### config.mk
export PLATFORM = sky130hd
export DESIGN_NAME = fp_norm_shift
export DESIGN_NICKNAME = d
export VERILOG_FILES = /design/src/rtl/fp_norm_pkg.sv /design/src/rtl/fp_norm_barrel_shl.sv /design/src/rtl/fp_norm_shift.sv
export SDC_FILE = /design/constraint.sdc
export NUM_CORES = 1
export LEC_CHECK = 0
export ABC_AREA = 1
export BUFFER_PORTS_ARGS = -buffer_cell sky130_fd_sc_hd__buf_2
export CELL_PAD_IN_SITES_DETAIL_PLACEMENT = 1
export CELL_PAD_IN_SITES_GLOBAL_PLACEMENT = 1
export CORE_ASPECT_RATIO = 1.2
export CORE_MARGIN = 2
export CORE_UTILIZATION = 40
export CTS_BUF_LIST = sky130_fd_sc_hd__clkbuf_16
export DETAILED_ROUTE_END_ITERATION = 12
export MAX_ROUTING_LAYER = met4
export PLACE_DENSITY = 0.93
export SETUP_SLACK_MARGIN = 0.4
export SYNTH_ARGS = -nofsm -noshare
export SYNTH_HDL_FRONTEND = slang
export SYNTH_HIERARCHICAL = 1
export SYNTH_SLANG_ARGS = --single-unit
### constraint.sdc
create_clock -name i_clk -period 2.25 [get_ports i_clk]
set_clock_uncertainty 0.15 [all_clocks]
set_input_delay 0.3375 -clock i_clk [delete_from_list [all_inputs] [get_ports i_clk]]
set_output_delay 0.3375 -clock i_clk [all_outputs]
set_load 0.02 [all_outputs]
### src/rtl/fp_norm_pkg.sv
// Purpose: shared widths, request/stage structs and small helpers for the FP normalization stage.
// Latency: n/a (declarations only).
// Backpressure: n/a (declarations only).
//
// Contents:
//   MANT_W / EXP_W / LZC_W  default datapath widths (mantissa incl. hidden bit, biased exponent, LZC)
//   norm_req_t              upstream request as seen by S1
//   norm_s1_t               S1 -> S2 stage register contents (decision already made, shift pending)
//   norm_lead_bit_set()     true when the bit i_lzc positions below the MSB is a one
package fp_norm_pkg;

    localparam int MANT_W = 24;
    localparam int EXP_W  = 8;
    localparam int LZC_W  = 5;

    // Upstream request, minus the leading-zero count which only steers the S1 decision.
    typedef struct packed {
        logic              sign;
        logic [EXP_W-1:0]  exp;
        logic [MANT_W-1:0] mant;
        logic              zero;
    } norm_req_t;

    // S1 result: everything S2 needs to produce the final outputs with one shift.
    typedef struct packed {
        logic              sign;
        logic              zero;
        logic              uf;
        logic [EXP_W-1:0]  exp;
        logic [MANT_W-1:0] mant;
        logic [LZC_W-1:0]  sh;
    } norm_s1_t;

    // A one-hot mask walked down from the MSB by lzc. Any lzc >= MANT_W shifts the
    // mask out entirely, so an out-of-range count also reports "no leading one".
    function automatic logic norm_lead_bit_set(
        input logic [MANT_W-1:0] mant,
        input logic [LZC_W-1:0]  lzc
    );
        logic [MANT_W-1:0] mask;
        mask = {1'b1, {(MANT_W-1){1'b0}}} >> lzc;
        return |(mant & mask);
    endfunction

endpackage

### src/rtl/fp_norm_barrel_shl.sv
// Purpose: logarithmic left barrel shifter, zero-fill on the right, bits shifted off the top are lost.
// Latency: 0 cycles (purely combinational).
// Backpressure: none; data in, data out.
//
// Ports:
//   i_dat  in   MANT_W  data to shift
//   i_sh   in   LZC_W   left shift amount
//   o_dat  out  MANT_W  shifted data
module fp_norm_barrel_shl
    import fp_norm_pkg::*;
#(
    parameter int DW = MANT_W,
    parameter int SW = LZC_W
) (
    input  logic [DW-1:0] i_dat,
    input  logic [SW-1:0] i_sh,
    output logic [DW-1:0] o_dat
);

    // w_stage[k] holds the data after the shift bits below k have been applied.
    logic [DW-1:0] w_stage [0:SW];

    assign w_stage[0] = i_dat;

    genvar k;
    generate
        for (k = 0; k < SW; k++) begin : g_stage
            assign w_stage[k+1] = i_sh[k] ? (w_stage[k] << (2**k)) : w_stage[k];
        end
    endgenerate

    assign o_dat = w_stage[SW];

endmodule

### src/rtl/fp_norm_shift.sv
// Purpose: FP add/sub normalization stage; shifts the hidden bit to the MSB and adjusts the exponent.
// Latency: 2 cycles input transfer -> o_valid (S1 decide, S2 shift), 1 result per cycle.
// Backpressure: elastic valid/ready; o_ready depends on i_ready and stage occupancy only, never i_valid.
//
// Build option: define FP_NORM_FTZ_EN to flush every underflow result to zero
// (o_mant=0, o_exp=0, o_zero=1, o_underflow=1, sign kept). Undefined: denormal results.
//
// Ports:
//   i_clk, i_rst           clock (rising edge) and synchronous active-high reset
//   i_valid / o_ready      upstream handshake
//   i_mant, i_exp, i_lzc   unnormalized mantissa, biased exponent, leading-zero count
//   i_zero, i_sign         LOPD zero flag, result sign
//   o_valid / i_ready      downstream handshake toward the rounding stage
//   o_mant, o_exp          normalized (or denormal) mantissa and adjusted exponent
//   o_sign, o_zero         sign and exact-zero flag delayed with the data
//   o_underflow            exponent could not absorb the full normalization shift
module fp_norm_shift
    import fp_norm_pkg::*;
(
    input  logic              i_clk,
    input  logic              i_rst,
    input  logic              i_valid,
    output logic              o_ready,
    input  logic [MANT_W-1:0] i_mant,
    input  logic [EXP_W-1:0]  i_exp,
    input  logic [LZC_W-1:0]  i_lzc,
    input  logic              i_zero,
    input  logic              i_sign,
    output logic              o_valid,
    input  logic              i_ready,
    output logic [MANT_W-1:0] o_mant,
    output logic [EXP_W-1:0]  o_exp,
    output logic              o_sign,
    output logic              o_zero,
    output logic              o_underflow
);

    // ------------------------------------------------------------------
    // Request packing and S1 decision
    // ------------------------------------------------------------------
    norm_req_t        w_req;
    norm_s1_t         w_s1_nxt;
    logic [EXP_W-1:0] w_lzc_ext;
    logic [LZC_W-1:0] w_sh_uf;

    assign w_req     = '{sign: i_sign, exp: i_exp, mant: i_mant, zero: i_zero};
    assign w_lzc_ext = {{(EXP_W-LZC_W){1'b0}}, i_lzc};

    // On the underflow path i_exp <= i_lzc < MANT_W, so i_exp-1 always fits in LZC_W bits.
    // Shifting by exp-1 leaves the value at the minimum normal exponent scaled as a denormal.
    assign w_sh_uf = (w_req.exp == '0) ? '0 : LZC_W'(w_req.exp - EXP_W'(1));

    always_comb begin
        w_s1_nxt      = '0;
        w_s1_nxt.sign = w_req.sign;
        w_s1_nxt.mant = w_req.mant;
        if (w_req.zero) begin
            w_s1_nxt.zero = 1'b1;
            w_s1_nxt.sh   = '0;
            w_s1_nxt.exp  = '0;
            w_s1_nxt.uf   = 1'b0;
        end else if (w_req.exp > w_lzc_ext) begin
            // Exponent stays >= 1 after the full shift: normal result.
            w_s1_nxt.sh   = i_lzc;
            w_s1_nxt.exp  = w_req.exp - w_lzc_ext;
            w_s1_nxt.uf   = 1'b0;
        end else begin
            // Exponent would reach zero or below: partial shift, denormal result.
            w_s1_nxt.sh   = w_sh_uf;
            w_s1_nxt.exp  = '0;
            w_s1_nxt.uf   = 1'b1;
`ifdef FP_NORM_FTZ_EN
            w_s1_nxt.mant = '0;
            w_s1_nxt.zero = 1'b1;
`endif
        end
    end

    // ------------------------------------------------------------------
    // Elastic control
    // ------------------------------------------------------------------
    logic w_s2_ld;
    logic w_s1_adv;
    logic w_s1_ld;
    logic r_s1_v;
    logic r_s2_v;

    // S2 can take new data when empty or when its current result leaves this cycle.
    assign w_s2_ld  = ~r_s2_v | i_ready;
    assign w_s1_adv = r_s1_v & w_s2_ld;
    assign w_s1_ld  = ~r_s1_v | w_s1_adv;
    assign o_ready  = w_s1_ld;

    // ------------------------------------------------------------------
    // S1 register
    // ------------------------------------------------------------------
    norm_s1_t r_s1;

    always_ff @(posedge i_clk) begin
        if (i_rst) begin
            r_s1_v <= 1'b0;
            r_s1   <= '0;
        end else if (w_s1_ld) begin
            r_s1_v <= i_valid;
            if (i_valid) begin
                r_s1 <= w_s1_nxt;
            end
        end
    end

    // ------------------------------------------------------------------
    // S2: shift and output registers
    // ------------------------------------------------------------------
    logic [MANT_W-1:0] w_shl_mant;
    logic [MANT_W-1:0] r_mant;
    logic [EXP_W-1:0]  r_exp;
    logic              r_sign;
    logic              r_zero;
    logic              r_uf;

    fp_norm_barrel_shl #(
        .DW (MANT_W),
        .SW (LZC_W)
    ) u_shl (
        .i_dat (r_s1.mant),
        .i_sh  (r_s1.sh),
        .o_dat (w_shl_mant)
    );

    // Data registers only load on a real advance, so a stalled result stays
    // bit-for-bit stable and a bubble does not disturb the last delivered value.
    always_ff @(posedge i_clk) begin
        if (i_rst) begin
            r_s2_v <= 1'b0;
            r_mant <= '0;
            r_exp  <= '0;
            r_sign <= 1'b0;
            r_zero <= 1'b0;
            r_uf   <= 1'b0;
        end else if (w_s2_ld) begin
            r_s2_v <= r_s1_v;
            if (r_s1_v) begin
                r_mant <= w_shl_mant;
                r_exp  <= r_s1.exp;
                r_sign <= r_s1.sign;
                r_zero <= r_s1.zero;
                r_uf   <= r_s1.uf;
            end
        end
    end

    assign o_valid     = r_s2_v;
    assign o_mant      = r_mant;
    assign o_exp       = r_exp;
    assign o_sign      = r_sign;
    assign o_zero      = r_zero;
    assign o_underflow = r_uf;

    // ------------------------------------------------------------------
    // Input legality: a non-zero mantissa must have a one exactly i_lzc
    // places below the MSB, otherwise the shift would not normalize it.
    // ------------------------------------------------------------------
    logic w_illegal;

    assign w_illegal = i_valid & ~i_zero & ~norm_lead_bit_set(i_mant, i_lzc);

    always_ff @(posedge i_clk) begin
        if (!i_rst) begin
            a_lzc_legal: assert (!w_illegal);
        end
    end

endmodule

==> flow_summary.yaml <==
clocking:
  path_clk_slew_ns: 0.07
  ctsHoldBuffers: 0
  htreeDepth: 3
  clockBufferDepth: 2
  cts_tree: "done"
  cts_sinks: 77
  cts_buffers: 9
  clk_latency_ns: 0.36
  cts_root_buf: "clkbuf_16"
floorplan:
  num_io_pins: 80
  core-area_mm2: 0.01141
  start_util: 0.4054
  rows: 43
  chipWidth_um: 102.2
  fp.dieH_um: 121.8
  die_area_mm2: 0.01244
placed_design:
  place_area_mm2: 0.005044
  dp_hpwl_um: 9824
  globalplace.congestion: 0.9287
  portBuffers: 79
power:
  peakVddDrop_uv: 454.0
  power.leakage_uw: 0.002603
  power.density_mw_per_mm2: 739.3
synthesis:
  post-synth-top-count-cell: "nor2_1"
  syn-cell-area_mm2: 0.004624
  seq_area_frac_synth: 0.3333
  ys_warn_count: 6
  ys_seq_elements: 77
  synth-edff-count: 0
  synth_top_area_frac: 0.3333
  synth.top_cells.by_area: "dfxtp_1 33%, nor2_1 12%, nand3_1 12%"
  syn_inst: 713
  synthArstFlopShare: 0
  synth_area_leader_cell: "dfxtp_1"
  syn_nets: 764
  syn_area_per_cell_um2: 6.486
  synth_cell_types: 33
  synth_common_cells: "152 x nor2_1, 132 x nand2_1, 112 x nand3_1, 77 x dfxtp_1, 60 x o21ai_0"
  ys.flop_type: "dfxtp_1"
sta:
  setup_viol: 0
  max_freq_mhz: 538.7
  rsz0062_at_grt: "true"
  min_period_ns: 1.856
  drv_slew: 0
  relSlewSlack: 0.5830
  hold_viol_final: 0
  timing.final.crit_share: 0.8250
  whs_ns: 0.08087
  setup_tns_ns: 0
  tightest_slew_ns: 0.6246
detailed_routing:
  wl_per_cell_um: 15.81
  remaining_drc_errors: 0
  ant_nets: 0
  detail_route.iter0.violations: 368
  drtPass1Iterations: 5
  viasPerCell: 5.352
  finalWirelength_um: 14750
  via_count: 4993
cells_and_area:
  fillers: 1563
  drive_gt1_frac: 0.2178
  final_cell_area_mm2: 0.005408
  fin_nets: 822
  final_util: 0.4741
  syn_to_final_growth_pct: 16.94
  n_antenna_cell: 0
worst_setup_path:
  path_buf_inv: 1
  timing.rr.end: "o_mant[19]"
  arrival_ns: 1.95
  path_common_cell: "nand3_1"
  crit_slowest_cell: "dfxtp_4"
  reg2regPathDepth: 9
  crit-reg2reg-launch: "r_s1[0]"
  endpoint_kind: "register"
  crit_required_ns: 2.35
  cpLargestDelayFamily: "simple AND/OR/NAND/NOR gates"
  max_stage_delay_ns: 0.39
  criticalPathCategory: "reg -> reg"
  path_cells: "buf_8 > nand2_1 > nand3_1 > nand3_1 > nand3_1 > nand3_1 > nand2_1 > o21ai_0 > nor2_1"
  cp-start-kind: "register"
  r2r_setup_slack_ns: 0.39
  crit_fanout: 21
global_routing:
  gr-usage-all-layers: 0.2446
  gr-total-overflow: 0
  grt_max_degree: 40
  grt_pass1_wl_um: 23230
  grt_pass1_vias: 4803
  antenna_found_initial: 0
hold_path:
  min_from: "i_mant[0]"
  holdPathStages: 3
  hp-class: "in -> reg"
  min_delay_worst_endpoint: "r_s1[5]"
status:
  status: "completed"
job:
  drv_cap: 0
## kinds of logic after synthesis
family,Yosys count,synth area share
and+or+nand+nor,451,0.4456
buffers and inverters,89,0.09605
adders and majority gates,8,0.02327
DFF,77,0.3333
AOI/OAI and AO/OA,85,0.09605
xor gates and xnor gates,3,0.005683
## power by group
group	internal [uW]	switching, uW	total, uW
Combinational	279	565	844
Sequential	1460	68.2	1530
Clock	989	640	1630
Total	2720	1270	4000
## state kept, by name (all words and copies together) (netlist names)
signal and count:
r_s1_v 1, o_sign 1, o_exp 8, o_zero 1, o_valid 1, r_s1 40, o_mant 24, o_underflow 1
## final cells by class
class | count | area (um2) | share of cell area
inverter | 45 | 183.9 | 0.03401
timing repair buffer | 91 | 496.7 | 0.09186
multi-input combinational | 547 | 2654 | 0.4907
clock inverter | 7 | 105.1 | 0.01944
tap | 157 | 196.4 | 0.03633
clock buffer | 9 | 225.2 | 0.04165
sequential | 77 | 1546 | 0.2860
## through the flow
stage | instances | worst slack [ns] | total power [uW]
6_report | 933 | 0.3937 | 3998
5_1_grt | 933 | 0.2988 | 4189
4_1_cts | 932 | 0.4192 | 4002
3_5_place_dp | 916 | 0.1715 | 2357
3_3_place_gp | 916 | 0.2297 | 2327
2_1_floorplan | 713 | 0.4097 | 2123
## placed cells by master (no fill, tap or decap), drive strengths merged, types with 3 or more instances in the layout
cell    count
nand3     123
a21oi      18
nand2     154
nor2      156
nor3        3
dfxtp      77
ha          7
inv        48
clkbuf      9
o21ai      67
buf        91
xnor2       3
nand4      13
## worst max path at each step
| stage | start | endpoint | slack (ns) | cells after the start |
|---|---|---|---|---|
| final | r_s1[0] | o_mant[19] | 0.39 | 9 |
| after global placement | i_exp[0] | r_s1[31] | 0.23 | 13 |
| after global routing | r_s1[0] | o_mant[19] | 0.30 | 9 |
| after CTS | r_s1[0] | o_mant[16] | 0.42 | 11 |
| after floorplan | i_exp[0] | r_s1[31] | 0.41 | 12 |
| after detailed placement | i_exp[0] | r_s1[34] | 0.17 | 13 |
## what timing repair did
| item | 4_1_cts | 5_1_grt |
|---|---|---|
| buffers inserted | 0 | 1 |
| hold endpoints to repair | 0 | 0 |
| pin swaps | 0 | 2 |
| resized for setup | 4 | 7 |
| endpoints found under the setup margin | 15 | 13 |
## worst register-to-register path, cell delays in order (launching register included)
cell,delay [ns]
dfxtp_4,0.39
buf_8,0.17
nand2_1,0.11
nand3_1,0.14
nand3_1,0.15
nand3_1,0.13
nand3_1,0.17
nand2_1,0.09
o21ai_0,0.19
nor2_1,0.05
## routing by layer
layer,vias to the layer above,share of wire,global-route usage
met3,38,0.051,0.04532
met5,-,0,-
met4,0,0.029,0.09417
li1,2436,-,-
met1,2342,0.42,0.2897
met2,177,0.50,0.4095
Note: power is estimated with default switching activity, not from simulation.
